==> src/rtl/vram_arbiter.sv <==
// Single-port display RAM arbiter: video row fetches always win, CPU read/XOR
// row operations run atomically, and clear-screen yields to video between rows.
module vram_arbiter #(
  parameter int ADDR_W = 5,
  parameter int DATA_W = 64,
  parameter int RD_LAT = 1
) (
  input  logic              clk,
  input  logic              rst,
  input  logic              vid_req,
  input  logic [ADDR_W-1:0] vid_row,
  output logic              vid_valid,
  output logic [DATA_W-1:0] vid_data,
  input  logic              cpu_req,
  input  logic [1:0]        cpu_op,
  input  logic [ADDR_W-1:0] cpu_row,
  input  logic [DATA_W-1:0] cpu_wdata,
  output logic              cpu_ready,
  output logic              cpu_done,
  output logic [DATA_W-1:0] cpu_rdata,
  output logic              cpu_collision,
  output logic [ADDR_W-1:0] ram_addr,
  output logic              ram_we,
  output logic [DATA_W-1:0] ram_wdata,
  input  logic [DATA_W-1:0] ram_rdata
);
  typedef enum logic [2:0] {IDLE, VID_RD, CPU_RD, CPU_WR, CLR} state_t;

  localparam logic [1:0]      LAT      = RD_LAT[1:0];
  localparam logic [1:0]      LAT_ONE  = 2'd1;
  localparam logic [ADDR_W:0] CLR_ONE  = {{ADDR_W{1'b0}}, 1'b1};

  state_t              state_reg, state_next;
  logic [1:0]          lat_cnt_reg, lat_cnt_next;
  logic                vid_pend_reg, vid_pend_next;
  logic [ADDR_W-1:0]   vid_row_pend_reg, vid_row_pend_next;
  logic                is_xor_reg, is_xor_next;
  logic [DATA_W-1:0]   wdata_reg, wdata_next;
  logic [DATA_W-1:0]   old_reg, old_next;
  logic [ADDR_W:0]     clr_cnt_reg, clr_cnt_next;
  logic                clr_busy_reg, clr_busy_next;
  logic [ADDR_W-1:0]   ram_addr_reg, ram_addr_next;
  logic                ram_we_reg, ram_we_next;
  logic [DATA_W-1:0]   ram_wdata_reg, ram_wdata_next;
  logic                vid_valid_reg, vid_valid_next;
  logic [DATA_W-1:0]   vid_data_reg, vid_data_next;
  logic                cpu_done_reg, cpu_done_next;
  logic [DATA_W-1:0]   cpu_rdata_reg, cpu_rdata_next;
  logic                cpu_coll_reg, cpu_coll_next;

  // A fresh vid_req counts as pending in the same cycle so video is issued without delay.
  logic                vid_go;
  logic [ADDR_W-1:0]   vid_go_row;
  logic                issue_vid;

  assign vid_go     = vid_pend_reg | vid_req;
  assign vid_go_row = vid_req ? vid_row : vid_row_pend_reg;
  assign cpu_ready  = (state_reg == IDLE) && !vid_go && !rst;

  always_comb begin
    state_next        = state_reg;
    lat_cnt_next      = lat_cnt_reg;
    vid_pend_next     = vid_pend_reg;
    vid_row_pend_next = vid_row_pend_reg;
    is_xor_next       = is_xor_reg;
    wdata_next        = wdata_reg;
    old_next          = old_reg;
    clr_cnt_next      = clr_cnt_reg;
    clr_busy_next     = clr_busy_reg;
    ram_addr_next     = ram_addr_reg;
    ram_we_next       = 1'b0;
    ram_wdata_next    = ram_wdata_reg;
    vid_valid_next    = 1'b0;
    vid_data_next     = vid_data_reg;
    cpu_done_next     = 1'b0;
    cpu_rdata_next    = cpu_rdata_reg;
    cpu_coll_next     = cpu_coll_reg;
    issue_vid         = 1'b0;

    if (vid_req) begin
      vid_pend_next     = 1'b1;
      vid_row_pend_next = vid_row;
    end

    case (state_reg)
      IDLE: begin
        if (vid_go) begin
          issue_vid = 1'b1;
        end else if (cpu_req) begin
          is_xor_next = (cpu_op == 2'b01);
          wdata_next  = cpu_wdata;
          case (cpu_op)
            2'b00, 2'b01: begin
              ram_addr_next = cpu_row;
              lat_cnt_next  = 2'd0;
              state_next    = CPU_RD;
            end
            2'b10: begin
              clr_cnt_next  = '0;
              clr_busy_next = 1'b1;
              state_next    = CLR;
            end
            default: begin
              cpu_done_next = 1'b1;
              cpu_coll_next = 1'b0;
            end
          endcase
        end
      end
      VID_RD: begin
        if (lat_cnt_reg == LAT) begin
          vid_data_next  = ram_rdata;
          vid_valid_next = 1'b1;
          state_next     = clr_busy_reg ? CLR : IDLE;
        end else begin
          lat_cnt_next = lat_cnt_reg + LAT_ONE;
        end
      end
      CPU_RD: begin
        if (lat_cnt_reg != LAT) begin
          lat_cnt_next = lat_cnt_reg + LAT_ONE;
        end else if (is_xor_reg) begin
          old_next       = ram_rdata;
          ram_wdata_next = ram_rdata ^ wdata_reg;
          ram_we_next    = 1'b1;
          state_next     = CPU_WR;
        end else begin
          cpu_rdata_next = ram_rdata;
          cpu_coll_next  = 1'b0;
          cpu_done_next  = 1'b1;
          state_next     = IDLE;
        end
      end
      CPU_WR: begin
        cpu_rdata_next = old_reg;
        cpu_coll_next  = |(old_reg & wdata_reg);
        cpu_done_next  = 1'b1;
        state_next     = IDLE;
      end
      CLR: begin
        // The counter's top bit marks that every row has already been written.
        if (clr_cnt_reg[ADDR_W]) begin
          clr_busy_next = 1'b0;
          cpu_coll_next = 1'b0;
          cpu_done_next = 1'b1;
          state_next    = IDLE;
        end else if (vid_go) begin
          issue_vid = 1'b1;
        end else begin
          ram_addr_next  = clr_cnt_reg[ADDR_W-1:0];
          ram_wdata_next = '0;
          ram_we_next    = 1'b1;
          clr_cnt_next   = clr_cnt_reg + CLR_ONE;
        end
      end
      default: state_next = IDLE;
    endcase

    if (issue_vid) begin
      ram_addr_next = vid_go_row;
      lat_cnt_next  = 2'd0;
      vid_pend_next = 1'b0;
      state_next    = VID_RD;
    end
  end

  always_ff @(posedge clk) begin
    if (rst) begin
      state_reg        <= IDLE;
      lat_cnt_reg      <= '0;
      vid_pend_reg     <= 1'b0;
      vid_row_pend_reg <= '0;
      is_xor_reg       <= 1'b0;
      wdata_reg        <= '0;
      old_reg          <= '0;
      clr_cnt_reg      <= '0;
      clr_busy_reg     <= 1'b0;
      ram_addr_reg     <= '0;
      ram_we_reg       <= 1'b0;
      ram_wdata_reg    <= '0;
      vid_valid_reg    <= 1'b0;
      vid_data_reg     <= '0;
      cpu_done_reg     <= 1'b0;
      cpu_rdata_reg    <= '0;
      cpu_coll_reg     <= 1'b0;
    end else begin
      state_reg        <= state_next;
      lat_cnt_reg      <= lat_cnt_next;
      vid_pend_reg     <= vid_pend_next;
      vid_row_pend_reg <= vid_row_pend_next;
      is_xor_reg       <= is_xor_next;
      wdata_reg        <= wdata_next;
      old_reg          <= old_next;
      clr_cnt_reg      <= clr_cnt_next;
      clr_busy_reg     <= clr_busy_next;
      ram_addr_reg     <= ram_addr_next;
      ram_we_reg       <= ram_we_next;
      ram_wdata_reg    <= ram_wdata_next;
      vid_valid_reg    <= vid_valid_next;
      vid_data_reg     <= vid_data_next;
      cpu_done_reg     <= cpu_done_next;
      cpu_rdata_reg    <= cpu_rdata_next;
      cpu_coll_reg     <= cpu_coll_next;
    end
  end

  assign ram_addr      = ram_addr_reg;
  assign ram_we        = ram_we_reg;
  assign ram_wdata     = ram_wdata_reg;
  assign vid_valid     = vid_valid_reg;
  assign vid_data      = vid_data_reg;
  assign cpu_done      = cpu_done_reg;
  assign cpu_rdata     = cpu_rdata_reg;
  assign cpu_collision = cpu_coll_reg;
endmodule

==> config.mk <==
export PLATFORM = sky130hd
export DESIGN_NAME = vram_arbiter
export DESIGN_NICKNAME = d
export VERILOG_FILES = /design/src/rtl/vram_arbiter.sv
export SDC_FILE = /design/constraint.sdc
export NUM_CORES = 1
export LEC_CHECK = 0
export ABC_AREA = 1
export CAP_MARGIN = 20
export CORE_ASPECT_RATIO = 1.75
export CORE_MARGIN = 2
export CORE_UTILIZATION = 45
export DETAILED_ROUTE_END_ITERATION = 7
export PLACE_DENSITY = 0.75
export SETUP_SLACK_MARGIN = 0.5
export SLEW_MARGIN = 0
export SYNTH_ARGS = -nofsm -noshare
export SYNTH_HDL_FRONTEND = slang
export SYNTH_SLANG_ARGS = --single-unit
==> constraint.sdc <==
create_clock -name clk -period 1.5 [get_ports clk]
set_input_delay 0.3 -clock clk [delete_from_list [all_inputs] [get_ports clk]]
set_output_delay 0.3 -clock clk [all_outputs]
set_load 0.02 [all_outputs]
After elaboration in Yosys (flattened, before gate mapping)
Index checks and enable logic that the tools add are counted.
{"block": "totals", "ff_bits": 348, "inputBits": 144, "output_inout_bits": 202, "elab_cells": 154}
{"block": "op_classes", "n_addsub": 2, "n_eq_ne": 32, "n_mux": 65, "bitwise": 6, "n_reduce_logical": 30}
{"cell": "$mux W64", "count": 6}
{"cell": "$pmux W64 S2", "count": 2}
{"cell": "$and A64 B64 Y64", "count": 1}
{"cell": "$reduce_or A64 Y1", "count": 1}
{"cell": "$xor A64 B64 Y64", "count": 1}
{"cell": "$mux W5", "count": 7}
{"cell": "$mux W6", "count": 5}
{"cell": "$reduce_and A6 Y1", "count": 5}
{"cell": "$ne A2 B2 Y1 const B", "count": 12}
{"cell": "$mux W1", "count": 23}
{"cell": "$ne A3 B3 Y1 const B", "count": 7}
{"cell": "$mux W3", "count": 6}
{"cell": "$mux W2", "count": 6}
{"cell": "$pmux W3 S4", "count": 1}
{"cell": "$pmux W6 S2", "count": 1}
{"cell": "$pmux W5 S2", "count": 1}
{"cell": "$reduce_and A5 Y1", "count": 2}
{"cell": "$reduce_and A3 Y1", "count": 3}
{"cell": "$pmux W1 S4", "count": 2}
{"cell": "$reduce_and A7 Y1", "count": 1}
{"cell": "$add A6 B1 Y6 const B", "count": 1}
{"cell": "$eq A3 B2 Y1 const B", "count": 2}
{"cell": "$ne A2 B1 Y1 const B", "count": 3}
{"cell": "$pmux W1 S2", "count": 3}
{"cell": "23 further kinds", "count": 33}

Logic depth before layout (Yosys ltp)
Gate-level depths: netlist of the first run.
{"block": "logic_depth", "depth_word": 7, "mapped_depth": 12, "ltp_nobuf": 11}

Worst setup path before layout of the first run
OpenSTA, ideal clock, no wires.
{"block": "synth_timing", "kind": "reg-to-reg", "from": "reg state_reg[1]", "to": "reg ram_wdata_reg[10] (netlist: ram_wdata[10])", "setup_ns": 0.128, "t_arrival_ns": 1.390, "required_ns": 1.372, "setup_slack_ns": -0.018, "path_stages_with_launch": 12, "period_less_slack_ns": 1.518, "path_cell_list": "dfxtp_1 -> nand3_4 -> inv_2 -> nand2_4 -> nor2_8 -> inv_2 -> nand2_2 -> buf_6 -> buf_6 -> o21ai_0 -> o21ai_1 -> nor2_1"}
{"block": "synth_between", "elab_chain_cells": 3}
{"element": "start: declaration", "line_no": "33", "source": "state_t state_reg, state_next;"}
{"element": "start signal: assignment", "line_no": "187", "source": "state_reg <= state_next;"}
{"element": "$eq A3 B2 Y1 or $eq A3 B3 Y1 (tied branches)", "line_no": "85", "source": "case (state_reg)"}
{"element": "$ne A2 B2 Y1 (no source line) or $reduce_bool A2 Y1 (tied branches)"}
{"element": "$reduce_and A5 Y1 (no source line)"}
{"element": "end signal: assignment", "line_no": "198", "source": "ram_wdata_reg <= ram_wdata_next;"}
{"element": "end: declaration", "line_no": "44", "source": "logic [DATA_W-1:0] ram_wdata_reg, ram_wdata_next;"}
Several ways; a longest one is shown, not always the timed one.
A chain may end at the register's enable or synchronous reset.

Final worst setup path of the first run
{"block": "layout_timing", "from": "reg state_reg[0]", "to": "reg ram_wdata_reg[33] (netlist: ram_wdata[33])"}
Same word-level chain as after synthesis.

==> results.toml, run 1 <==
[sta]
worst_pin_slew_ns = 0.544
finClkSkew_ns = 0.0115
drv_slew = 0
post-route-period-util_pct = 118
max_freq_ghz = 0.567
fin_ws_ns = -0.264
rsz0062_at_grt = "yes"
finalSetupViolCount = 327
fin_crit_ns = 1.76
hold_viol_final = 0
slew_headroom_pct = 63.8

[cells_and_area]
final_nets = 2461
mostFrequentLayoutCells = "nor2_1, nand2_1, buf_6"
final_area_sq_um = 23000
area_growth_syn_to_layout_pct = 60.6
drive_gt1_share_pct = 35.3
final_common_cell = "nor2_1"

[logic_synthesis]
netlist_area_sq_um = 14300
synth-main-ff-cell = "dfxtp_1"
ys_ff_latch = 348
yosysTopAreaCell = "dfxtp_1"
ys_warn_count = 0
synth_fp_nets = 2012
syn_avg_cell_area_sq_um = 7.67
synth_top_area_share_pct = 48.7
synth.top_cells.by_area = "dfxtp_1, o21ai_0, nor2_1"
syn_inst = 1866
synth_edf_count = 0
synth.distinct_cells = 33
async_flop_share_pct = 0
ys_seq_area_share_pct = 48.7

[run]
max_cap_viol_count = 0

[cts]
clk_pin_slew_worst_paths_ns = 0.07
htree_num_levels = 2
ctsHoldBuffers = 0
numCtsBuffers = 34
root_buffer = "clkbuf_16"
clk_latency_ns = 0.54
cts_tree = "built"
cts.sinks = 348
cts.path.max_buffers = 3

[grt]
antenna_found_initial = 1
grt_pass1_vias = 14600
track_usage_pct = 28.8
grt_first_pass_wirelength_microns = 77000
gr-total-overflow = 0
grt_max_degree = 61

[place]
post_dp_cell_area_sq_um = 18700
dpl.hpwl_microns = 32600
gp_congestion = 0.863
io_buffer_count = 345

[critical_path]
cp_max_fo = 6
worst_setup_path_end_kind = "flip-flop"
worst_ep_required_time_ns = 1.89
arrival_ns = 2.15
worstSetupPathType = "reg -> reg"
startpoint_type = "flip-flop"

[power]
combinationalPowerShare_pct = 42.9
intPower_mw = 25.5
swShare_pct = 35.9
power_frac_seq_pct = 32.7
clockPowerShare_pct = 24.4
power.density_nw_per_um2 = 1730
power_mw = 39.7
ir_drop_mv = 1.21
p_sw_mw = 14.3
p_leak_nw = 10.0

[die]
die_w_microns = 139
die-area_sq_um = 33300
io_pins = 346
rows = 86
start_util_pct = 45.6
core_sq_um = 31400
die_h_microns = 240

[drt]
vias = 15600
drt_pass1_iterations = 5
drt_iter0_markers = 1309
detail-route-antenna-nets = 0
wl_microns = 60000
drc = 0
wire_per_inst_microns = 21.9
vias_per_cell = 5.71

[status]
violations = "negative setup slack"
status = "finished with violations"

[hold_path]
hp-class = "in -> reg"
cell type report:
class / count / area, sq um
timing repair buffer: 538 / 6420
multi-input combinational: 1298 / 7180
inverter: 93 / 400
clock inverter: 12 / 214
sequential: 348 / 7230
clock buffer: 48 / 1040
tap: 396 / 495
fill: 2224 / 8430
antenna: 1 / 2.50
timing repair inverter: 2 / 17.5
final timing paths:
check               start       endpoint  slack (ns)  cells after the start
max          state_reg[0]  ram_wdata[33]       -0.26                     11
min                   rst  ram_wdata[20]        0.21                      3
max reg2reg  state_reg[0]  ram_wdata[33]       -0.26                     11
min reg2reg  vid_data[63]   vid_data[63]        0.45                      2
cells in the mapped netlist, types with 32 or more instances:
| cell | instances |
|---|---|
| a21oi_1 | 97 |
| buf_2 | 32 |
| clkbuf_1 | 75 |
| dfxtp_1 | 348 |
| inv_1 | 83 |
| nand2_1 | 273 |
| nand3_1 | 69 |
| nor2_1 | 364 |
| o211a_1 | 63 |
| o21ai_0 | 299 |
| o21ai_1 | 35 |
| xnor2_1 | 55 |
metal layers:
metal	GRT usage (%)	vias up	routed length, microns
li1	-	7041	-
met1	30.8	7455	20400
met2	53.5	856	30000
met3	5.54	281	4730
met4	14.6	0	4880
met5	0	-	0
worst max-delay path, cell delays in order (launching register included):
cell and delay, ns:
dfxtp_4 0.36, buf_8 0.12, nor2_4 0.13, nand2_4 0.09
inv_6 0.08, nand3_4 0.13, nand2_8 0.17, buf_12 0.14
buf_16 0.14, o21ai_2 0.07, o21ai_1 0.10, nor2_1 0.08
per-stage QoR:
step           setup TNS, ns  hold WS [ns]  instances  utilization [%]  setup WS (ns)
2_1_floorplan              0         0.435       1866                -         0.0584
3_3_place_gp          -74.41         0.430       2566             59.5         -0.545
3_5_place_dp          -78.29         0.435       2566             59.5         -0.575
4_1_cts               -24.88         0.187       2666             66.8         -0.265
5_1_grt               -62.19         0.179       2736             73.2         -0.305
6_report              -42.03         0.211       2736             73.2         -0.264
power by group through the flow:
stage,Combinational (mW),Sequential [mW],Clock (mW)
floorplan,4.88,14.0,0
CTS,13.5,12.9,9.75
global route,17.7,13.2,10.1
global placement,12.2,12.4,0
detailed placement,12.3,12.5,0
finish,17.0,13.0,9.69
timing repair:
item | in CTS | in global routing
endpoints found under the hold margin | 0 | 0
cloned | 5 | 43
setup endpoints to repair | 546 | 550
resized for setup | 1491 | 278
pin swaps | 7 | 36
setup buffers | 35 | 26
kinds of logic after synthesis:
| family | after synthesis | share of synthesized area (%) |
|---|---|---|
| multiplexers | 5 | 0.350 |
| AND/OR/NAND/NOR | 727 | 20.5 |
| XOR/XNOR | 64 | 3.91 |
| AO/OA/AOI/OAI | 499 | 19.8 |
| buffers and inverters | 221 | 6.68 |
| flip-flops | 348 | 48.7 |
| adder cells (fa/ha/maj) | 2 | 0.175 |
Note: power is estimated with default switching activity, not from simulation.
==> run 2, diff against run 1 <==
--- a/config.mk
+++ b/config.mk
@@ -11,5 +11,5 @@
 export CORE_MARGIN = 2
-export CORE_UTILIZATION = 45
+export CORE_UTILIZATION = 50
 export DETAILED_ROUTE_END_ITERATION = 7
-export PLACE_DENSITY = 0.75
+export PLACE_DENSITY = 0.79
 export SETUP_SLACK_MARGIN = 0.5
==> constraint.sdc (replaced) <==
create_clock -name clk -period 2.15 [get_ports clk]
set_input_delay 0.3225 -clock clk [delete_from_list [all_inputs] [get_ports clk]]
set_output_delay 0.3225 -clock clk [all_outputs]
set_load 0.02 [all_outputs]
==> run 2 against run 1 <==
  * The run now ends clean
  * Total power decreased by 35%
  * Sequential share of layout area increased by 1.0 points
  * Critical path depth up 2
  * Critical path type unchanged
  * Largest cell class unchanged
  * Largest power group unchanged
==> results.toml, run 2 (synthesis gave the netlist of run 1 again) <==
[status]
status = "finished, final reports clean"

[place]
gp_congestion = 0.919
place_ws_ns = -0.0625
dp.cells = 2500
dpl.hpwl_microns = 30400
io_buffer_count = 345

[cells_and_area]
area_growth_syn_to_layout_pct = 49.9
final_common_cell = "nor2_1"
fin_cells = 2664
final_util_pct = 75.5
drive_gt1_share_pct = 14.9
mostFrequentLayoutCells = "nor2_1, dfxtp_1, nand2_1"
final_nets = 2404

[grt]
grt_first_pass_wirelength_microns = 80600
grt_max_degree = 66
gr-total-overflow = 0
track_usage_pct = 33.6
antenna_found_initial = 4
grt_pass1_vias = 14700

[sta]
fin_crit_ns = 1.93
slew_headroom_pct = 52.2
max_freq_ghz = 0.518
worst_pin_slew_ns = 0.716
hold_viol_final = 0
hold_slack_ns = 0.303
post-route-period-util_pct = 89.8
finalSetupViolCount = 0
rsz0062_at_grt = "yes"
drv_slew = 0
finClkSkew_ns = 0.0132
fin_ws_ns = 0.220

[drt]
vias = 15300
drt_iter0_markers = 1418
wl_microns = 57400
detail-route-antenna-nets = 0
drt_pass1_iterations = 6
wire_per_inst_microns = 21.5
drc = 0
vias_per_cell = 5.76

[cts]
htree_num_levels = 1
numCtsBuffers = 31
root_buffer = "clkbuf_16"
clk_latency_ns = 0.58
cts.sinks = 348
clk_pin_slew_worst_paths_ns = 0.07
ctsHoldBuffers = 0
cts_tree = "built"
cts.path.max_buffers = 3

[die]
start_util_pct = 50.4
rows = 82
io_pins = 346
die-area_sq_um = 30100
die_h_microns = 228
core_sq_um = 28400
die_w_microns = 132

[critical_path]
worst_ep_required_time_ns = 2.64
r2r_cells = 13
r2r-start = "state_reg[1]"
worstSetupPathType = "reg -> reg"
startpoint_type = "flip-flop"
crit_start = "state_reg[1]"
reg2reg_to = "ram_wdata[45]"
arrival_ns = 2.42
endpoint = "ram_wdata[45]"
worst_setup_path_end_kind = "flip-flop"
cp_max_fo = 8
r2r_slack_ns = 0.22

[hold_path]
hp-class = "in -> reg"

[power]
ir_drop_mv = 0.891
power.density_nw_per_um2 = 1200
power_mw = 25.7
p_leak_nw = 9.84

[run]
max_cap_viol_count = 0
## run 2: cell count changes in the layout (fill, tap and decap cells not counted), sizes merged, moves of 3 or more
| cell | previous run | this run |
|---|---|---|
| buf | 368 | 129 |
| clkbuf | 76 | 60 |
| diode | 1 | 4 |
| clkinvlp | 0 | 3 |
| inv | 95 | 92 |
| clkdlybuf4s15 | 0 | 22 |
| dlygate4sd2 | 0 | 174 |
## run 2: through the flow
stage	TNS (ns)	instance area [sq um]
6_report	0	21500
5_1_grt	0	21500
4_1_cts	0	20500
3_5_place_dp	-0.0755	18100
3_3_place_gp	0	18100
2_1_floorplan	0	14300
## run 2: layer usage
layer	share of wire, %	up-vias	routed length (microns)	track usage (%)
met4	9.5	0	5440	24.4
met2	49	933	28200	60.2
met3	7.9	293	4500	5.42
met1	33	7175	19200	35.1
met5	0	-	0	0
li1	-	6936	-	-
## run 2: critical path, stage by stage, from the launching register on
cell,delay [ns]
dfxtp_2,0.34
buf_6,0.11
buf_6,0.12
nor2_4,0.10
nand2_2,0.10
inv_4,0.10
nand3_4,0.12
buf_12,0.17
nand2_8,0.09
buf_12,0.14
buf_12,0.11
buf_16,0.14
o21ai_2,0.06
nor2_1,0.13
## run 2: final cells by class
class	instances	area, sq um
inverter	93	397
multi-input combinational	1300	6940
timing repair buffer	484	5590
sequential	348	6970
clock buffer	43	901
fill	2070	6960
clock inverter	14	178
tap	378	473
antenna	4	10.0
## run 2: what timing repair did
action                                  CTS  global route
setup buffers                            37            21
endpoints found under the setup margin  377           266
gates cloned                             27            18
pin swaps                                17            21
resized for setup                       384           169
## run 2: worst min path at each step
stage	start	to	slack, ns	depth (start not counted)
after floorplan	lat_cnt_reg[1]	lat_cnt_reg[1]	0.43	2
after global placement	vid_data[55]	vid_data[55]	0.43	2
after detailed placement	vid_data[59]	vid_data[59]	0.43	2
after CTS	rst	ram_wdata[1]	0.27	3
after global routing	rst	ram_wdata[3]	0.31	3
final	rst	ram_wdata[3]	0.30	3
## run 2: report_power, final
group          internal (mW)  switching [mW]  leakage, nW  total, mW
combinational           4.98            6.09         6.49       11.1
sequential              7.77           0.900         2.82       8.67
clock                   3.40            2.57        0.529       5.96
total                   16.1            9.56         9.84       25.7
==> run 3, diff against run 2 <==
DONT_BUFFER_PORTS = 1   (was unset)
PLACE_DENSITY = 0.63   (was 0.79)
==> run 3 against run 2 <==
  * First-iteration DRC count down 34%
  * Largest power group is now registers
  * Global-route usage down 3.2 points
  * Worst setup slack better by 0.18 ns
  * Flip-flop and latch count unchanged
  * Critical path type is now reg -> out
==> results.toml, run 3 (synthesis gave the netlist of run 1 again) <==
[sta]
finClkSkew_ns = 0.0135
slew_headroom_pct = 69.9
fin_ws_ns = 0.403
post-route-period-util_pct = 81.2
fin_crit_ns = 1.75
worst_pin_slew_ns = 0.452
hold_viol_final = 0
max_freq_ghz = 0.573
drv_slew = 0
finalSetupViolCount = 0
rsz0062_at_grt = "yes"
tns_ns = 0

[cells_and_area]
antenna_cells = 0
final_nets = 2125
final_common_cell = "nor2_1"
area_growth_syn_to_layout_pct = 24.6
drive_gt1_share_pct = 8.65
final_util_pct = 62.8
mostFrequentLayoutCells = "nor2_1, dfxtp_1, nand2_1"

[cts]
htree_num_levels = 1
clk_pin_slew_worst_paths_ns = 0.07
cts.sinks = 348
root_buffer = "clkbuf_16"
cts_tree = "built"
clk_latency_ns = 0.58
numCtsBuffers = 31
cts.path.max_buffers = 3

[place]
io_buffer_count = 0
gp_congestion = 0.877
place_ws_ns = 0.253
dpl.hpwl_microns = 27400

[critical_path]
arrival_ns = 1.42
worst_setup_path_end_kind = "primary output"
r2r_slack_ns = 0.47
r2r_cells = 10
reg2reg_to = "ram_wdata[11]"
worstSetupPathType = "reg -> out"
startpoint_type = "flip-flop"
r2r-start = "state_reg[0]"
worst_ep_required_time_ns = 1.83
cp_max_fo = 5

[grt]
antenna_found_initial = 0
grt_pass1_vias = 13200
track_usage_pct = 30.4
grt_first_pass_wirelength_microns = 73500
gr-total-overflow = 0
grt_max_degree = 95

[status]
status = "finished, final reports clean"

[power]
p_sw_mw = 8.14
clockPowerShare_pct = 25.2
power.density_nw_per_um2 = 1200
ir_drop_mv = 0.916
swShare_pct = 38.0
p_leak_nw = 7.59
power_mw = 21.4
combinationalPowerShare_pct = 27.4
intPower_mw = 13.3
power_frac_seq_pct = 47.4

[run]
max_cap_viol_count = 0

[hold_path]
holdPathEnd = "ram_wdata[41]"
hp-class = "in -> reg"
hold_start = "ram_rdata[41]"
holdPathStages = 3

[drt]
drt_iter0_markers = 933
detail-route-antenna-nets = 0
vias_per_cell = 5.60
drc = 0
drt_pass1_iterations = 5
vias = 13300
wl_microns = 48700
wire_per_inst_microns = 20.5

[die]
io_pins = 346
rows = 82
core_sq_um = 28400
start_util_pct = 50.4
die_h_microns = 228
die_w_microns = 132
die-area_sq_um = 30100
run 3: cell count changes in the layout (fill, tap and decap cells not counted), moves of 13 or more:
cell             delta
buf_16             -25
buf_4              -15
o21ai_0            +30
nand3_2            -15
buf_12             -15
dlygate4sd3_1     +142
nand3_1            +14
clkdlybuf4s50_1   -142
o21ai_1            +15
o21ai_2            -44
dlygate4sd2_1     -174
clkdlybuf4s15_1    -19
buf_6              -13
run 3: power by group through the flow:
stage          Combinational, mW  Clock (mW)  Sequential, mW
4_1_cts                     5.28        5.48            10.1
3_5_place_dp                4.29           0            10.3
5_1_grt                     6.40        5.72            10.3
6_report                    5.88        5.39            10.2
2_1_floorplan               3.30           0            9.76
3_3_place_gp                4.21           0            10.2
run 3: metal layers:
layer	up-vias	wire (microns)	track usage (%)	share of wire (%)
met5	-	0	0	0
met4	0	2740	16.9	5.6
met3	144	3540	6.62	7.3
met1	6266	18100	33.2	37
met2	574	24400	54.1	50
li1	6345	-	-	-
run 3: layout make-up:
class | instances | area [sq um]
fillers | 2492 | 10600
flip-flops and latches | 348 | 6980
multi-input cells | 1299 | 6640
repair buffers | 206 | 2410
clock buffers | 49 | 893
well taps | 378 | 473
inverters | 93 | 389
clock inverters | 6 | 57.6
run 3: critical path, stage by stage, from the launching register on:
cell and delay (ns):
dfxtp_4 0.38, nor2_4 0.15, nand2_4 0.07, inv_4 0.06
nand2_4 0.05, nor2_4 0.14
run 3: metrics by stage:
step | hold WS [ns] | cell area, sq um | std cells
final | 0.00948 | 17800 | 2379
after global routing | 0.0113 | 17800 | 2379
after CTS | 0.00130 | 17300 | 2353
after detailed placement | 0.414 | 14600 | 2142
after global placement | 0.408 | 14600 | 2142
after floorplan | 0.433 | 14300 | 1866
run 3: worst max path at each step:
stage | slack, ns | end | start | depth (start not counted)
final | 0.40 | cpu_ready | state_reg[1] | 5
after global routing | 0.36 | cpu_ready | state_reg[1] | 5
after CTS | 0.39 | cpu_ready | state_reg[1] | 5
after detailed placement | 0.25 | old_reg[38] | state_reg[0] | 8
after global placement | 0.31 | old_reg[15] | state_reg[0] | 8
after floorplan | 0.63 | ram_wdata[10] | state_reg[1] | 11
run 3: what timing repair did:
action	CTS	global route
setup buffers	8	16
setup endpoints to repair	262	207
resized for setup	32	102
hold endpoints to repair	304	0
pin swaps	6	22
gates cloned	5	10
hold buffers	143	0
